File: config.mk
export PLATFORM = sky130hd
export DESIGN_NAME = sha1_msg_padder
export DESIGN_NICKNAME = d
export VERILOG_FILES = /design/src/rtl/sha1_pkg.sv /design/src/rtl/sha1_pad_merge.sv /design/src/rtl/sha1_msg_padder.sv
export SDC_FILE = /design/constraint.sdc
export NUM_CORES = 1
export LEC_CHECK = 0
export CORE_ASPECT_RATIO = 1.1
export CORE_UTILIZATION = 35
export CTS_CLUSTER_DIAMETER = 30
export DETAILED_ROUTE_END_ITERATION = 6
export MAX_ROUTING_LAYER = met4
export SLEW_MARGIN = 10
export SYNTH_ARGS = -nofsm -noshare
export SYNTH_HDL_FRONTEND = slang
export SYNTH_SLANG_ARGS = --single-unit
File: constraint.sdc
create_clock -name clk -period 2.6 [get_ports clk]
set_input_delay 0.39 -clock clk [delete_from_list [all_inputs] [get_ports clk]]
set_output_delay 0.39 -clock clk [all_outputs]
set_load 0.01 [all_outputs]
File: src/rtl/sha1_pkg.sv
// rtl/sha1_pkg.sv - shared states and constants for the SHA-1 message padder
package sha1_pkg;

  typedef enum logic [2:0] {
    ST_DATA,
    ST_MARK,
    ST_ZERO,
    ST_LEN_HI,
    ST_LEN_LO
  } pad_state_e;

  localparam logic [31:0] PAD_MARK      = 32'h8000_0000;
  localparam int          WORDS_PER_BLK = 16;
  localparam logic [3:0]  LEN_IDX_HI    = 4'd14;
  localparam logic [3:0]  IDX_LAST      = 4'(WORDS_PER_BLK - 1);

  // Bits contributed by the final word; in_bytes==0 means a full word.
  function automatic logic [6:0] last_word_bits(input logic [1:0] nbytes);
    return (nbytes == 2'd0) ? 7'd32 : {2'b00, nbytes, 3'b000};
  endfunction

endpackage

File: src/rtl/sha1_pad_merge.sv
// rtl/sha1_pad_merge.sv - places the 0x80 marker after the valid bytes of a partial final word
module sha1_pad_merge
  import sha1_pkg::*;
(
  input  logic [31:0] in_word,
  input  logic [1:0]  in_bytes,
  output logic [31:0] merged_word
);

  always_comb begin
    merged_word = in_word;
    case (in_bytes)
      2'd1:    merged_word = {in_word[31:24], PAD_MARK[31:24], 16'h0000};
      2'd2:    merged_word = {in_word[31:16], PAD_MARK[31:24], 8'h00};
      2'd3:    merged_word = {in_word[31:8],  PAD_MARK[31:24]};
      default: merged_word = in_word;
    endcase
  end

endmodule

File: src/rtl/sha1_msg_padder.sv
// rtl/sha1_msg_padder.sv - streams message words out as padded 512-bit SHA-1 blocks
// Optional block counter port blk_cnt enabled by SHA1_PAD_BLKCNT_EN.
module sha1_msg_padder
  import sha1_pkg::*;
#(
  parameter int LEN_W = 64
) (
  input  logic        clk,
  input  logic        r,
  input  logic [31:0] in_word,
  input  logic        in_valid,
  input  logic        in_last,
  input  logic [1:0]  in_bytes,
  output logic        in_ready,
  output logic [31:0] out_word,
  output logic        out_valid,
  input  logic        out_ready,
  output logic        out_blk_last,
  output logic        out_msg_last
`ifdef SHA1_PAD_BLKCNT_EN
  ,
  output logic [15:0] blk_cnt
`endif
);

  pad_state_e       state_q, state_d;
  logic [3:0]       idx_q, idx_d;
  logic [LEN_W-1:0] len_q, len_d;
  logic [31:0]      out_word_q, out_word_d;
  logic             out_valid_q, out_valid_d;
  logic             out_blk_last_q, out_blk_last_d;
  logic             out_msg_last_q, out_msg_last_d;

  logic             can_load;
  logic             in_xfer;
  logic             load;
  logic [31:0]      load_word;
  logic             load_msg_last;
  logic             marker_to_len;
  logic [31:0]      merged_word;
  logic [63:0]      len_ext;

  sha1_pad_merge u_merge (
    .in_word     (in_word),
    .in_bytes    (in_bytes),
    .merged_word (merged_word)
  );

  assign can_load      = !out_valid_q || out_ready;
  assign in_ready      = (state_q == ST_DATA) && can_load;
  assign in_xfer       = in_valid && in_ready;
  // Once the marker or a fill word sits at idx 13, the length fits in this block.
  assign marker_to_len = (idx_q == LEN_IDX_HI - 4'd1);
  assign len_ext       = 64'(len_q);

  always_comb begin
    state_d        = state_q;
    idx_d          = idx_q;
    len_d          = len_q;
    out_word_d     = out_word_q;
    out_valid_d    = out_valid_q;
    out_blk_last_d = out_blk_last_q;
    out_msg_last_d = out_msg_last_q;
    load           = 1'b0;
    load_word      = 32'h0000_0000;
    load_msg_last  = 1'b0;

    case (state_q)
      ST_DATA: begin
        if (in_xfer) begin
          load = 1'b1;
          if (in_last) begin
            len_d = len_q + LEN_W'(last_word_bits(in_bytes));
            if (in_bytes == 2'd0) begin
              load_word = in_word;
              state_d   = ST_MARK;
            end else begin
              load_word = merged_word;
              state_d   = marker_to_len ? ST_LEN_HI : ST_ZERO;
            end
          end else begin
            len_d     = len_q + LEN_W'(7'd32);
            load_word = in_word;
          end
        end
      end
      ST_MARK: begin
        if (can_load) begin
          load      = 1'b1;
          load_word = PAD_MARK;
          state_d   = marker_to_len ? ST_LEN_HI : ST_ZERO;
        end
      end
      ST_ZERO: begin
        if (can_load) begin
          load      = 1'b1;
          load_word = 32'h0000_0000;
          state_d   = marker_to_len ? ST_LEN_HI : ST_ZERO;
        end
      end
      ST_LEN_HI: begin
        if (can_load) begin
          load      = 1'b1;
          load_word = len_ext[63:32];
          state_d   = ST_LEN_LO;
        end
      end
      ST_LEN_LO: begin
        if (can_load) begin
          load          = 1'b1;
          load_word     = len_ext[31:0];
          load_msg_last = 1'b1;
          len_d         = '0;
          state_d       = ST_DATA;
        end
      end
      default: state_d = ST_DATA;
    endcase

    // idx tracks the slot of the word being loaded; each load leaves exactly once.
    if (load) begin
      out_word_d     = load_word;
      out_valid_d    = 1'b1;
      out_blk_last_d = (idx_q == IDX_LAST);
      out_msg_last_d = load_msg_last;
      idx_d          = idx_q + 4'd1;
    end else if (can_load) begin
      out_valid_d    = 1'b0;
      out_blk_last_d = 1'b0;
      out_msg_last_d = 1'b0;
    end
  end

  always_ff @(posedge clk) begin
    if (r) begin
      state_q        <= ST_DATA;
      idx_q          <= 4'd0;
      len_q          <= '0;
      out_word_q     <= 32'h0000_0000;
      out_valid_q    <= 1'b0;
      out_blk_last_q <= 1'b0;
      out_msg_last_q <= 1'b0;
    end else begin
      state_q        <= state_d;
      idx_q          <= idx_d;
      len_q          <= len_d;
      out_word_q     <= out_word_d;
      out_valid_q    <= out_valid_d;
      out_blk_last_q <= out_blk_last_d;
      out_msg_last_q <= out_msg_last_d;
    end
  end

  assign out_word     = out_word_q;
  assign out_valid    = out_valid_q;
  assign out_blk_last = out_blk_last_q;
  assign out_msg_last = out_msg_last_q;

`ifdef SHA1_PAD_BLKCNT_EN
  logic [15:0] blk_cnt_q, blk_cnt_d;

  always_comb begin
    blk_cnt_d = blk_cnt_q;
    if (out_valid_q && out_ready && out_blk_last_q) begin
      blk_cnt_d = blk_cnt_q + 16'd1;
    end
  end

  always_ff @(posedge clk) begin
    if (r) begin
      blk_cnt_q <= 16'd0;
    end else begin
      blk_cnt_q <= blk_cnt_d;
    end
  end

  assign blk_cnt = blk_cnt_q;
`endif

endmodule
Word level (Yosys, flattened, before mapping)
Cells that the tools add are included.
{ "totals": {"reg_bits": 106, "input_bits": 39, "output_inout_bits": 36, "elab_cells": 65} }
{ "classes": {"n_mux": 29, "addsub": 3, "eq_ne": 14, "reduce_logical": 12} }
{ "ops": {"columns": ["operator", "count"], "rows": [
  ["2-to-1 mux 64 bit", 3],
  ["2-to-1 mux 32 bit", 4],
  ["case mux 32 bit (4 select lines)", 1],
  ["case mux 64 bit (2 select lines)", 1],
  ["case mux 24 bit (3 select lines)", 1],
  ["adder 64 x 6 -> 64 bit", 1],
  ["adder 64 x 6 -> 64 bit (second input constant)", 1],
  ["2-to-1 mux 24 bit", 2],
  ["2-to-1 mux 3 bit", 5],
  ["case mux 3 bit (4 select lines)", 1],
  ["equality test 4 bit (second input constant)", 2],
  ["2-to-1 mux 1 bit", 8],
  ["inequality test 2 bit (second input constant)", 4],
  ["equality test 3 x 2 -> 1 bit (second input constant)", 2],
  ["2-to-1 mux 6 bit", 1],
  ["AND reduction 5 bit", 1],
  ["adder 4 x 1 -> 4 bit (second input constant)", 1],
  ["equality test 2 bit (second input constant)", 2],
  ["nonzero test 2 bit", 2],
  ["OR reduction 4 bit", 1],
  ["equality test 3 x 1 -> 1 bit (second input constant)", 1],
  ["equality test 3 bit (second input constant)", 1],
  ["zero test 3 bit", 1],
  ["AND reduction 3 bit", 1],
  ["other kinds (9)", 10]
]} }

Depth between registers and ports, before layout
{ "logic_depth": {"depth_word": 7, "depth_mapped": 10, "ltp_nobuf": 8} }

Modules after synthesis
From an unflattened synthesis, not the netlist that was laid out.
{ "unflattened": {"cells_unflattened": 684, "area_unflattened_um2": 5666.7} }
{ "by_module_without_submodules": {"columns": ["mod", "seq_area_each_um2", "cells_per_inst", "area_each_um2", "n_inst"], "rows": [
  ["sha1_msg_padder", 2062.0, 646, 5424.0, 1],
  ["sha1_pad_merge", 0.0, 38, 242.7, 1]
]} }

Least setup slack after synthesis
Ideal clock, no wire load.
{ "synth_path": {"path_kind": "input port to flip-flop", "start": "input port in_bytes[1]", "end": "register len_q[21], in the netlist len_ext[21]", "setup_slack_ps": -146, "t_required_ps": 2471, "t_arrival_ps": 2618, "setup_time_ps": 129, "stages": 10, "n_path_buf": 3, "cell_sequence": "clkbuf_1 -> inv_1 -> fa_1 -> nand2b_1 -> a21oi_1 -> nand3_1 -> clkbuf_1 -> clkbuf_1 -> o311ai_0 -> nand2_1"} }
{ "synth_between": {"elab_chain_len": 6} }
{ "synth_rtl": {"columns": ["item", "line", "rtl"], "rows": [
  ["start, declared", "sha1_msg_padder.sv:13", "input logic [1:0] in_bytes,"],
  ["zero test 2 bit", "sha1_pkg.sv:19", "return (nbytes == 2'd0) ? 7'd32 : {2'b00, nbytes, 3'b000};"],
  ["2-to-1 mux 6 bit *", "sha1_pkg.sv:19", null],
  ["adder 64 x 6 -> 64 bit *", "sha1_msg_padder.sv:73", "len_d = len_q + LEN_W'(last_word_bits(in_bytes));"],
  ["2-to-1 mux 64 bit *", "sha1_msg_padder.sv:72", "if (in_last) begin"],
  ["2-to-1 mux 64 bit *", "sha1_msg_padder.sv:70", "if (in_xfer) begin"],
  ["case mux 64 bit (2 select lines) *", "sha1_msg_padder.sv:68", "case (state_q)"],
  ["end signal, assigned", "sha1_msg_padder.sv:146", "len_q <= len_d;"],
  ["end, declared", "sha1_msg_padder.sv:28", "logic [LEN_W-1:0] len_q, len_d;"]
]} }
Every way passes the cells marked *; elsewhere a longest branch is shown, timed or not. The select of a mux whose other input is x is not followed.
A chain may end at the register's enable or synchronous reset.

Final worst setup path
{ "layout_path": {"start": "register len_q[14], in the netlist len_ext[14]", "end": "register len_q[58], in the netlist len_ext[58]"} }
{ "layout_between": {"elab_chain_len": 4, "elab_cells_between_ends": 5, "cone_classes": "add/sub: 2; mux: 3"} }
{ "layout_rtl": {"columns": ["item", "line"], "rows": [
  ["adder 64 x 6 -> 64 bit (on tied branches)", "sha1_msg_padder.sv:82, sha1_msg_padder.sv:73"],
  ["2-to-1 mux 64 bit *", "sha1_msg_padder.sv:72"],
  ["2-to-1 mux 64 bit *", "sha1_msg_padder.sv:70"],
  ["case mux 64 bit (2 select lines) *", "sha1_msg_padder.sv:68"]
]} }
Marked as above.

==> impl_results.md <==
- Outcome: finished, violations left
- Failing checks: DRC
- I/O Buffers: 74
- Total wire length: 17200 um
- Synthesis-to-finish area growth: 33.6%
- FMAX: 0.412 GHz
- NumNets Final: 803
- Pwr Total: 0.00373 W
- Drt wl/cell: 18.0 um
- Final Setup Violations: 0
- Max_cap viols: 0
- Synthesized flop and latch total: 103
- Vias in the first global route: 5404
- Area of the multi-input gates: 0.00302 mm^2
- Via/cell ratio: 5.85
- Register area: 0.00206 mm^2
- Average size of a mapped cell: 8.15 um^2
- # rows: 46
- CP startpoint kind: flip-flop
- CP cell instances: nand4_2, or3_1, or4_4, or4b_1, a21oi_1
- Commonest non-fill, non-tap cell in the layout: dfxtp_1
- Mapped Area: 0.00527 mm^2
- CP max FO: 6
- H-tree depth: 3
- Layout cells sized above 1: 0.151
- Worst vdd ir: 0.000280 V
- Number of synthesized flops with an enable pin: 0
- Critical path type: flip-flop to flip-flop
- Slowest CP cell: or4_4
- Distinct cells, synth: 53
- Yosys Warn Count: 0
- Die width: 119 um
- Layout fillers: 1435
- Worst-case clock skew: 0.00815 ns
- Hold buffer count at CTS: 0
- Critical Path End Type: flip-flop
- GRT Util Overall: 0.238
- Clk slew on worst S/H paths: 0.07 ns
- Slew Limit Fails: 0
- Worst Hold Margin: 0.376 ns
- Antenna-violating nets left: 0
- Ant diodes: 0
- Area after DPL: 0.00663 mm^2
- Asr flop ratio synth: 0
- Die height: 131 um
- Slowest stage delay, CP: 0.60 ns
- Final Hold Fails: 0
- Core footprint: 0.0146 mm^2
- Largest net degree at the start of global routing: 37
- GPL Wtd Cong: 0.933
- DRC: 2
- Worst slew pin tran: 0.926 ns
- Sequential element share of the synthesized area: 0.392
- Worst Hold Class: input port to flip-flop
- # clock sinks: 103
- Post-synth top flop: dfxtp_1
- Critical Path AT: 2.72 ns
- Final period util: 0.934
- Initial antenna violation count: 0
- Leak: 2.37 nW
- Tmin final: 2.43 ns
- Pwr dens: 530 mW/mm^2
- Via Count: 5583
- Post-synthesis net count: 692
- RSZ-0062 raised after global routing: false
- Inserted Clock Buffers: 9
- Grt total ovfl: 0
- First-pass GRT wire length: 28300 um
- Req. time, crit path: 2.89 ns
- Clk_lat worst skew: 0.36 ns
- Post-DP HPWL: 12700 um
- Initial Utilization: 0.362
- First-pass iteration count of the detailed router: 7
- Clock Tree Buf Depth: 2
- Final instance area: 0.00704 mm^2
- CTS tree: done
- Root buf cell: clkbuf_16
- Die footprint: 0.0155 mm^2
- Post-Synthesis Cells: 646
- # IOs: 75
- Most frequent cells in the layout: dfxtp_1, a21oi_1, clkdlybuf4s50_1, buf_4, nand2_1
- Max-slew headroom: 0.382
- Starting DRC count in detailed routing: 568
==> routing by layer <==
metal  share of wire  routed length [um]  track usage
met4           0.018                 305       0.0797
met3           0.050                 859       0.0269
met1            0.44                7640        0.297
met2            0.49                8380        0.402
met5               0                   0            -
==> area by class of cell <==
type	instances	share of cell area
clock buffers	11	0.0331
clock inverters	5	0.0151
inverters	17	0.00907
multi-input cells	480	0.428
flip-flops and latches	103	0.293
well taps	192	0.0341
repair buffers	146	0.187
==> power breakdown <==
part	internal, W	switching [W]	leakage [nW]	total (W)
Clock	0.000944	0.000623	0.160	0.00157
Combinational	0.000258	0.000243	1.37	0.000501
Sequential	0.00163	0.0000366	0.834	0.00166
Total	0.00283	0.000902	2.37	0.00373
==> synthesized netlist by cell type (all sizes together) (2+ instances only) <==
| cell type | instances | area [um^2] |
|---|---|---|
| a211oi | 3 | 22.5 |
| a21oi | 81 | 405 |
| a222oi | 31 | 310 |
| a22oi | 2 | 15.0 |
| a31o | 5 | 43.8 |
| and2 | 3 | 18.8 |
| and3 | 13 | 82.6 |
| and4 | 9 | 78.8 |
| buf | 4 | 23.8 |
| clkbuf | 42 | 158 |
| dfxtp | 103 | 2060 |
| ha | 6 | 75.1 |
| inv | 17 | 63.8 |
| mux2i | 3 | 30.0 |
| nand2 | 60 | 225 |
| nand2b | 3 | 18.8 |
| nand3 | 27 | 135 |
| nand4 | 34 | 219 |
| nand4b | 3 | 26.3 |
| nor2 | 38 | 143 |
| nor2b | 7 | 43.8 |
| nor3 | 13 | 70.1 |
| nor3b | 2 | 15.0 |
| nor4 | 8 | 50.1 |
| o21ai | 27 | 135 |
| o31ai | 16 | 120 |
| o41ai | 5 | 43.8 |
| or2 | 7 | 43.8 |
| or3 | 21 | 133 |
| or4 | 20 | 154 |
| or4b | 4 | 43.8 |
| xnor2 | 3 | 26.3 |
| xor2 | 14 | 123 |
==> cells by family (layout without fill, tap and decap cells) <==
family          Yosys count  after routing  share of synthesized area
compound gates          179            179                      0.222
xor+xnor                 17             17                     0.0283
fa+ha+maj                 7              7                     0.0181
buf+inv                  63            179                     0.0466
flops                   103            103                      0.392
mux                       3              3                    0.00570
simple gates            274            274                      0.288
==> state kept, by name, indices dropped and copies added (netlist names) <==
register      flops
idx_q             4
len_ext          61
out_blk_last      1
out_msg_last      1
out_valid         1
out_word         32
state_q           3
==> metrics by stage <==
step                      instances  utilization  TNS, ns  setup slack (ns)
after floorplan                 646            -        0            0.0295
after global placement          934        0.455    -8.05            -0.310
after detailed placement        934        0.455    -8.99            -0.342
after CTS                       950        0.479        0           0.00195
after global routing            954        0.483        0            0.0586
final                           954        0.483        0             0.171
==> path summary, 6_finish.rpt <==
kind,start,to,slack [ns],depth (start not counted)
min,r,out_word[0]$_SDFFE_PP0P_,0.38,2
max,len_ext[14]$_SDFFE_PP0P_,len_ext[58]$_SDFFE_PP0P_,0.17,5
min reg2reg,out_word[20]$_SDFFE_PP0P_,out_word[20]$_SDFFE_PP0P_,0.45,2
max reg2reg,len_ext[14]$_SDFFE_PP0P_,len_ext[58]$_SDFFE_PP0P_,0.17,5
==> worst max-delay path, delay by kind of cell, from the launching register on <==
family | cells | cell delay (ns)
DFF | 1 | 0.44
and+or+nand+nor | 4 | 1.77
AOI/OAI and AO/OA | 1 | 0.15
==> timing repair <==
item	CTS	global route
gates resized for setup	0	8
endpoints found under the setup margin	2	28
buffers inserted	0	4
pin swaps	1	3
(Power assumes the default switching activity.)
